**config.mk**
```make
export PLATFORM = sky130hd
export DESIGN_NAME = com_uart_rx_controller
export DESIGN_NICKNAME = d
export VERILOG_FILES = /design/src/rtl/com_uart_rx_controller.sv
export SDC_FILE = /design/constraint.sdc
export NUM_CORES = 1
export LEC_CHECK = 0
export ABC_AREA = 1
export BUFFER_PORTS_ARGS = -buffer_cell sky130_fd_sc_hd__buf_2
export CAP_MARGIN = 20
export CORE_AREA = 10 10 84 86
export CTS_CLUSTER_SIZE = 14
export DETAILED_ROUTE_END_ITERATION = 6
export DIE_AREA = 0 0 94 96
export PLACE_DENSITY = 0.76
export RECOVER_POWER = 25
export SYNTH_ARGS = -nofsm -noshare
export SYNTH_HDL_FRONTEND = slang
export SYNTH_SLANG_ARGS = --single-unit
```
**constraint.sdc**
```tcl
create_clock -name clk -period 4.8 [get_ports clk]
set_input_delay 0.72 -clock clk [delete_from_list [all_inputs] [get_ports clk]]
set_output_delay 0.72 -clock clk [all_outputs]
set_load 0.05 [all_outputs]
```
**src/rtl/com_uart_rx_controller.sv**
```systemverilog
// com_uart_rx_controller: UART receiver with 2-flop input synchronisers,
// baud strobe edge detector, frame FSM (IDLE/START/DATA/PARITY/STOP) and a
// show-ahead receive FIFO with overrun detection.
// Optional build macro: COM_UART_RX_PARITY_EN enables the PARITY state and
// odd/even parity checking; without it parity_mode is ignored and
// parity_err is tied low.
module com_uart_rx_controller #(
    parameter int DATA_WIDTH = 8,
    parameter int FIFO_DEPTH = 4
) (
    input  logic                  clk,
    input  logic                  rst,
    input  logic                  rx_port,
    input  logic                  baudrate_clk,
    input  logic [1:0]            parity_mode,
    output logic                  stop_cond,
    output logic [DATA_WIDTH-1:0] data_out,
    output logic                  data_valid,
    input  logic                  data_ready,
    output logic                  frame_err,
    output logic                  parity_err,
    output logic                  overrun_err,
    output logic                  fifo_full,
    output logic                  fifo_empty
);
    localparam int AW = $clog2(FIFO_DEPTH);
    localparam int CW = $clog2(DATA_WIDTH) + 1;

    typedef enum logic [2:0] {S_IDLE, S_START, S_DATA, S_PARITY, S_STOP} state_t;

    state_t state_q, state_d;

    logic rx_s1_q, rx_s2_q, rx_prev_q;
    logic bd_s1_q, bd_s2_q, bd_prev_q;
    logic strobe, rx_fall;

    logic [DATA_WIDTH-1:0] sh_q, sh_d;
    logic [CW-1:0]         cnt_q;
    logic                  push;

    logic [DATA_WIDTH-1:0] mem_q [FIFO_DEPTH];
    logic [AW-1:0]         wr_ptr_q, rd_ptr_q;
    logic [AW:0]           count_q;
    logic                  pop, wr_en;

`ifdef COM_UART_RX_PARITY_EN
    logic par_on_q, par_odd_q, par_bad_q, par_exp;
`else
    logic unused_parity_mode;
    assign unused_parity_mode = ^parity_mode;
`endif

    // Input synchronisers; the third flop of each chain gives edge detection
    always_ff @(posedge clk or posedge rst) begin
        if (rst) begin
            rx_s1_q   <= 1'b1;
            rx_s2_q   <= 1'b1;
            rx_prev_q <= 1'b1;
            bd_s1_q   <= 1'b0;
            bd_s2_q   <= 1'b0;
            bd_prev_q <= 1'b0;
        end else begin
            rx_s1_q   <= rx_port;
            rx_s2_q   <= rx_s1_q;
            rx_prev_q <= rx_s2_q;
            bd_s1_q   <= baudrate_clk;
            bd_s2_q   <= bd_s1_q;
            bd_prev_q <= bd_s2_q;
        end
    end

    assign strobe  = bd_s2_q & ~bd_prev_q;
    assign rx_fall = rx_prev_q & ~rx_s2_q;

    // FSM state register
    always_ff @(posedge clk or posedge rst) begin
        if (rst) state_q <= S_IDLE;
        else     state_q <= state_d;
    end

    // FSM next state; strobes are ignored while idle
    always_comb begin
        state_d = state_q;
        case (state_q)
            S_IDLE:   if (rx_fall) state_d = S_START;
            S_START:  if (strobe) state_d = rx_s2_q ? S_IDLE : S_DATA;
            S_DATA:   if (strobe && cnt_q == CW'(DATA_WIDTH - 1)) begin
`ifdef COM_UART_RX_PARITY_EN
                          state_d = par_on_q ? S_PARITY : S_STOP;
`else
                          state_d = S_STOP;
`endif
                      end
            S_PARITY: if (strobe) state_d = S_STOP;
            S_STOP:   if (strobe) state_d = S_IDLE;
            default:  state_d = S_IDLE;
        endcase
    end

    // FSM outputs: stop pulse on false start or stop bit, error/push decisions at stop
    always_comb begin
        stop_cond  = strobe & ((state_q == S_STOP) | ((state_q == S_START) & rx_s2_q));
        frame_err  = strobe & (state_q == S_STOP) & ~rx_s2_q;
`ifdef COM_UART_RX_PARITY_EN
        parity_err = strobe & (state_q == S_STOP) & rx_s2_q & par_bad_q;
        push       = strobe & (state_q == S_STOP) & rx_s2_q & ~par_bad_q;
`else
        parity_err = 1'b0;
        push       = strobe & (state_q == S_STOP) & rx_s2_q;
`endif
    end

    // Shift register next value: LSB arrives first, so new bits enter at the MSB
    always_comb begin
        sh_d                 = sh_q >> 1;
        sh_d[DATA_WIDTH-1]   = rx_s2_q;
    end

`ifdef COM_UART_RX_PARITY_EN
    // Expected parity bit for the assembled word
    always_comb begin
        par_exp = par_odd_q ? ~(^sh_q) : (^sh_q);
    end
`endif

    // Frame datapath: bit counter, shift register and parity bookkeeping
    always_ff @(posedge clk or posedge rst) begin
        if (rst) begin
            sh_q  <= '0;
            cnt_q <= '0;
`ifdef COM_UART_RX_PARITY_EN
            par_on_q  <= 1'b0;
            par_odd_q <= 1'b0;
            par_bad_q <= 1'b0;
`endif
        end else begin
            case (state_q)
                S_IDLE: cnt_q <= '0;
                S_START: if (strobe) begin
                    cnt_q <= '0;
`ifdef COM_UART_RX_PARITY_EN
                    // parity mode is latched once per frame, on leaving START
                    par_on_q  <= (parity_mode == 2'b01) | (parity_mode == 2'b10);
                    par_odd_q <= (parity_mode == 2'b01);
                    par_bad_q <= 1'b0;
`endif
                end
                S_DATA: if (strobe) begin
                    sh_q  <= sh_d;
                    cnt_q <= cnt_q + 1'b1;
                end
`ifdef COM_UART_RX_PARITY_EN
                S_PARITY: if (strobe) par_bad_q <= (rx_s2_q != par_exp);
`endif
                default: ;
            endcase
        end
    end

    // FIFO control: a push into a full FIFO only succeeds when a pop frees a slot
    assign fifo_empty  = (count_q == '0);
    assign fifo_full   = (count_q == (AW+1)'(FIFO_DEPTH));
    assign data_valid  = ~fifo_empty;
    assign pop         = data_valid & data_ready;
    assign wr_en       = push & (~fifo_full | pop);
    assign overrun_err = push & fifo_full & ~pop;
    assign data_out    = fifo_empty ? '0 : mem_q[rd_ptr_q];

    // FIFO storage
    always_ff @(posedge clk) begin
        if (wr_en) mem_q[wr_ptr_q] <= sh_q;
    end

    // FIFO pointers and occupancy
    always_ff @(posedge clk or posedge rst) begin
        if (rst) begin
            wr_ptr_q <= '0;
            rd_ptr_q <= '0;
            count_q  <= '0;
        end else begin
            if (wr_en) wr_ptr_q <= wr_ptr_q + 1'b1;
            if (pop)   rd_ptr_q <= rd_ptr_q + 1'b1;
            case ({wr_en, pop})
                2'b10:   count_q <= count_q + 1'b1;
                2'b01:   count_q <= count_q - 1'b1;
                default: count_q <= count_q;
            endcase
        end
    end

endmodule

```
==> results of run 1 <==
==> worst max path at each step <==
stage                 from     endpoint  slack, ns  cells after the start
5_1_grt        rd_ptr_q[1]  data_out[3]       2.05                      5
4_1_cts        rd_ptr_q[1]  data_out[7]       2.19                      5
2_1_floorplan   count_q[1]  data_out[0]       1.65                      4
6_report       rd_ptr_q[1]  data_out[7]       2.22                      5
3_5_place_dp    data_ready   count_q[2]       2.44                     10
3_3_place_gp    data_ready   count_q[2]       2.49                     10
==> stage by stage <==
stage | total power [mW] | utilization, % | hold WS, ns
after floorplan | 1.30 | - | 0.331
after global placement | 1.42 | 51.4 | 0.333
after detailed placement | 1.44 | 51.4 | 0.337
after CTS | 1.87 | 54.8 | 0.351
after global routing | 1.98 | 55.3 | 0.357
final | 1.86 | 55.3 | 0.349
==> routing by layer <==
metal	global-route usage [%]	vias to the layer above
met2	18.7	29
met3	4.36	11
met1	11.9	814
met4	6.20	0
li1	-	884
met5	0	-
==> flip-flops by register name (all words and copies together) (netlist names) <==
register / flops
count_q: 3
rd_ptr_q: 2
state_q: 3
bd_s1_q: 1
rx_s1_q: 1
rx_prev_q: 1
sh_q: 8
wr_ptr_q: 2
bd_s2_q: 1
mem_q: 32
bd_prev_q: 1
cnt_q: 4
rx_s2_q: 1
==> kinds of logic (layout without fill, tap and decap cells) <==
logic type	count (synthesis)	in the layout	share of synthesized area [%]
flops	60	60	62.7
compound gates	36	36	7.59
xor+xnor	3	3	0.990
other cells	1	1	0.141
buf+inv	36	64	6.17
fa+ha+maj	7	7	3.58
simple gates	115	115	18.8
==> final cells by class <==
cell class                      instances  area, µm²
Inverter                               29        109
Multi-Input combinational cell        162        826
Clock inverter                          6       55.1
Fill cell                             464       2410
Sequential cell                        60       1670
Tap cell                               72       90.1
Timing Repair Buffer                   19        118
Clock buffer                           10        128
==> power by group through the flow <==
stage	sequential [mW]	combinational, mW	clock [mW]
final	0.720	0.712	0.423
after detailed placement	0.729	0.716	0
after CTS	0.719	0.718	0.431
after floorplan	0.667	0.637	0
after global placement	0.725	0.696	0
after global routing	0.732	0.791	0.454
==> cell usage after synthesis (3+ instances only) <==
master,n
nor2_1,48
nand2_1,42
edfxtp_1,32
dfrtp_1,25
inv_1,23
o21ai_0,21
nand3_1,14
a21oi_1,9
ha_1,6
inv_2,5
nand4_1,4
buf_4,3
dfstp_2,3
nand2_2,3
o21ai_2,3
==> impl_metrics.csv, run 1 <==
group,metric,value,unit
critical_path,cp-end-kind,"output pin",
detailed_routing,wl_met2,2200,µm
pwr,power_switching,0.807,mW
pwr,combPwrFrac,38.4,%
synthesis,synth_cell_type_count,29,
critical_path,cp_cell_sequence,"inv_1 -> nor2_1 -> o21ai_0 -> a21oi_1 -> buf_2",
detailed_routing,topRoutingLayerUsed,"met4",
synthesis,synth.area.top_cells,"edfxtp_1 (36%), dfrtp_1 (24%), nor2_1 (6.8%)",
clocking,cts_tree,"done",
sta,fin_skew,0.00480,ns
clocking,cts_sinks,60,
cells_and_area,syn_to_final_growth,12.6,%
clocking,hold_buffers,0,
placement,post-place-ws,2.44,ns
cells_and_area,layout_common_cells,"nor2_1 (48), nand2_1 (42), edfxtp_1 (32)",
critical_path,reg2reg_slack,2.66,ns
synthesis,ys_seq_elements,60,
clocking,root_buffer,"clkbuf_8",
detailed_routing,post_drt_wl_per_cell,12.9,µm
critical_path,worst_r2r_path_depth,11,
synthesis,yosys.area.top_type,"edfxtp_1",
critical_path,required,4.08,ns
placement,dp.cells,341,
grt,antenna_found_initial,0,
sta,max_slew.worst_pin.slew,0.820,ns
floorplanning,die_w,94,µm
floorplanning,die_y,96,µm
sta,maxSlewHeadroom,45.1,%
cells_and_area,final_common_cell,"nor2_1",
detailed_routing,drtIter0Drc,83,
critical_path,rr_endpoint,"count_q[2]",
sta,rsz0062_at_grt,"false",
synthesis,avgSynthCellArea,10.3,µm²
detailed_routing,wl,4620,µm
grt,grt_pass1_wl,7780,µm
sta,setup-tns-final,0,ns
critical_path,worstReg2RegStart,"count_q[0]",
worst_hold_path,min_from,"bd_s1_q",
pwr,p_leak,1.36,nW
synthesis,synth_fp_nets,272,
clocking,htree_levels,3,
floorplanning,io_pins,22,
critical_path,worstPathArrival,1.86,ns
pwr,ir_drop,0.288,mV
pwr,clkPwrFrac,22.8,%
worst_hold_path,hp-class,"reg2reg",
detailed_routing,route.met3.wl,246,µm
detailed_routing,vias_per_cell,4.85,
critical_path,cp.buffers_inverters,2,
clocking,clkLatencyLatePin,0.33,ns
critical_path,critPathSlowestCell,"dfrtp_1",
detailed_routing,wl_met1,2080,µm
floorplanning,die_area,9020,µm²
critical_path,cpLargestDelayFamily,"flip-flops",
critical_path,cp_max_fo,10,
critical_path,slowest_delay,0.58,ns
pwr,power_density,620,nW/µm²
worst_hold_path,whs_path_depth,0,
synthesis,yosysSeqAreaShare,62.7,%
clocking,cts_buffer_depth,2,
clocking,post_cts_resized,0,
floorplanning,start_util,49.1,%
synthesis,yosys_warnings,0,
sta,setup_viol,0,
worst_hold_path,hold_path_end,"bd_s2_q",
placement,dpl.hpwl,3010,µm
grt,grtUsageTotal,11.2,%
critical_path,setup.worst_path.start_class,"register",
grt,grt_pass1_vias,1744,
grt,grt_max_degree,29,
detailed_routing,drc,0,
clocking,cts_made_buffers,9,
pwr,pwr-share-seq,38.8,%
status,status,"finished clean",
detailed_routing,firstDrtPassIters,4,
grt,grt-ovfl-total,0,
job,cap_violations,0,
floorplanning,num_rows,27,
cells_and_area,fin_cells,358,
critical_path,worstSetupPathType,"reg2out",
cells_and_area,antenna_cells,0,
placement,place_area,2780,µm²
synthesis,synth_flop_cell,"edfxtp_1",
pwr,sw_frac_of_total,43.5,%
placement,io_buffers,18,
synthesis,synth_edf_count,32,
synthesis,netlist_area,2660,µm²
clocking,clkSlewWorstSetupHoldPaths,0.06,ns
sta,fmax,387,MHz
clocking,postCtsSetupBuffers,0,
synthesis,synthArstFlopShare,46.7,%
sta,fin_crit_sh,53.8,%
cells_and_area,nets,295,
synthesis,yosysTopAreaCellShare,36.2,%
pwr,p_int,1.05,mW
sta,finalHoldViolCount,0,
detailed_routing,via_count,1738,
synthesis,synth_cells,258,
cells_and_area,layout-drive-gt1-share,17.8,%
cells_and_area,fin_area,2990,µm²
sta,period_needed,2.58,ns
sta,fin_ws,2.22,ns
detailed_routing,drtAntennaViolNets,0,
placement,gp_congestion,0.833,
floorplanning,core,5410,µm²
sta,final_max_slew_viol_count,0,
No activity file was read; power rests on OpenSTA's default activity.
==> run 2, diff against run 1 <==
clock period = 2.7 ns   (was 4.8 ns; I/O delays follow)
==> run 2 against run 1 <==
Register-to-register slack lost 2.1 ns. Largest power group unchanged. Combinational power up 77%. Clock power up 74%. Largest cell class unchanged. Flip-flop and latch count stayed put.
==> impl_metrics.csv, run 2 (synthesis gave the netlist of run 1 again) <==
group,metric,value,unit
status,status,"finished clean",
floorplanning,start_util,49.1,%
sta,fin_crit_sh,85.1,%
detailed_routing,vias_per_cell,4.80,
pwr,ir_drop,0.600,mV
cells_and_area,layout-drive-gt1-share,19.3,%
grt,grt_pass1_wl,7410,µm
sta,maxSlewHeadroom,2.17,%
critical_path,worstPathArrival,1.89,ns
cells_and_area,antenna_cells,0,
cells_and_area,final_util,55.4,%
clocking,cts_sinks,60,
floorplanning,num_rows,27,
clocking,postCtsSetupBuffers,0,
sta,rsz0062_at_grt,"false",
cells_and_area,layout_common_cells,"nor2_1 (48), nand2_1 (42), edfxtp_1 (32)",
placement,post-place-ws,0.545,ns
floorplanning,io_pins,22,
grt,grt_pass1_vias,1628,
placement,place_area,2820,µm²
detailed_routing,wl,4520,µm
critical_path,setup.worst_path.start_class,"register",
floorplanning,core,5410,µm²
critical_path,cp-end-kind,"output pin",
critical_path,cp.buffers_inverters,2,
cells_and_area,largest_reg_flops,32,
sta,setup_viol,0,
floorplanning,die_w,94,µm
detailed_routing,wl_met1,2040,µm
critical_path,worst_r2r_path_depth,11,
critical_path,worstSetupPathType,"reg2out",
detailed_routing,firstDrtPassIters,6,
critical_path,cp_max_fo,18,
clocking,htree_levels,3,
sta,fmax,435,MHz
clocking,clkSlewWorstSetupHoldPaths,0.06,ns
grt,grtUsageTotal,10.9,%
pwr,p_total,3.28,mW
sta,fin_skew,0.00472,ns
worst_hold_path,hp-class,"in2reg",
sta,period_needed,2.30,ns
sta,max_slew.worst_pin.slew,1.47,ns
floorplanning,die_y,96,µm
detailed_routing,drtIter0Drc,73,
detailed_routing,topRoutingLayerUsed,"met4",
critical_path,cpLargestDelayFamily,"flip-flops",
floorplanning,die_area,9020,µm²
detailed_routing,route.met3.wl,209,µm
critical_path,cp_cell_sequence,"inv_2 -> o21ai_0 -> a21oi_1 -> buf_2",
sta,setup-tns-final,0,ns
detailed_routing,drc,0,
cells_and_area,final_common_cell,"nor2_1",
clocking,root_buffer,"clkbuf_8",
detailed_routing,wl_met2,2170,µm
sta,fin_ws,0.401,ns
critical_path,worstSetupStartpoint,"rd_ptr_q[0]",
cells_and_area,top_register,"mem_q",
sta,finalHoldViolCount,0,
detailed_routing,drtAntennaViolNets,0,
grt,grt_max_degree,29,
placement,io_buffers,18,
cells_and_area,fin_area,3000,µm²
job,cap_violations,0,
critical_path,critPathSlowestCell,"dfrtp_1",
critical_path,cp.depth,4,
detailed_routing,via_count,1739,
placement,dpl.hpwl,2960,µm
clocking,cts_buffer_depth,2,
critical_path,required,2.30,ns
cells_and_area,nets,299,
clocking,clkLatencyLatePin,0.33,ns
detailed_routing,post_drt_wl_per_cell,12.5,µm
cells_and_area,top_regs,"mem_q (32), sh_q (8), cnt_q (4)",
worst_hold_path,min_from,"rx_port",
critical_path,worstReg2RegStart,"count_q[0]",
clocking,hold_buffers,0,
grt,antenna_found_initial,0,
pwr,power_density,1090,nW/µm²
critical_path,slowest_delay,0.74,ns
grt,grt-ovfl-total,0,
pwr,p_leak,1.37,nW
clocking,cts_made_buffers,9,
sta,final_max_slew_viol_count,0,
cells_and_area,syn_to_final_growth,12.8,%
worst_hold_path,whs_path_depth,1,
clocking,post_cts_resized,0,
placement,gp_congestion,0.846,
clocking,cts_tree,"done",
## run 2: changes by cell type in the layout (fill, tap and decap cells not counted)
cell / previous run / this run
dfstp_1: 1 / 0
buf_4: 0 / 4
dfstp_2: 2 / 3
clkinv_2: 2 / 4
clkinvlp_4: 1 / 0
buf_16: 1 / 0
## run 2: layer usage
layer / GRT usage [%] / vias to the layer above
li1: - / 894
met1: 11.8 / 807
met2: 17.6 / 29
met3: 3.58 / 9
met4: 7.85 / 0
met5: 0 / -
## run 2: layout make-up
| type | instances | area, µm² |
|---|---|---|
| multi-input combinational | 162 | 826 |
| inverter | 29 | 109 |
| sequential | 60 | 1670 |
| fill | 474 | 2410 |
| timing repair buffer | 23 | 124 |
| clock inverter | 7 | 57.6 |
| clock buffer | 9 | 124 |
| tap | 72 | 90.1 |
## run 2: power breakdown
part / switching [mW] / internal (mW)
logic: 0.924 / 0.340
registers: 0.176 / 1.10
clock network: 0.322 / 0.412
total: 1.42 / 1.86
## run 2: stage by stage
step / instances / hold slack, ns
6_report: 362 / 0.172
5_1_grt: 362 / 0.153
4_1_cts: 362 / 0.126
3_5_place_dp: 346 / 0.337
3_3_place_gp: 346 / 0.334
2_1_floorplan: 258 / 0.331
## run 2: final timing paths
check,end,slack [ns]
setup / recovery,data_out[0],0.40
hold / removal,rx_s1_q,0.17
setup reg to reg,count_q[2],0.53
hold reg to reg,bd_s2_q,0.35
max in group asynchronous,sh_q[6],1.28
min in group asynchronous,state_q[0],0.56
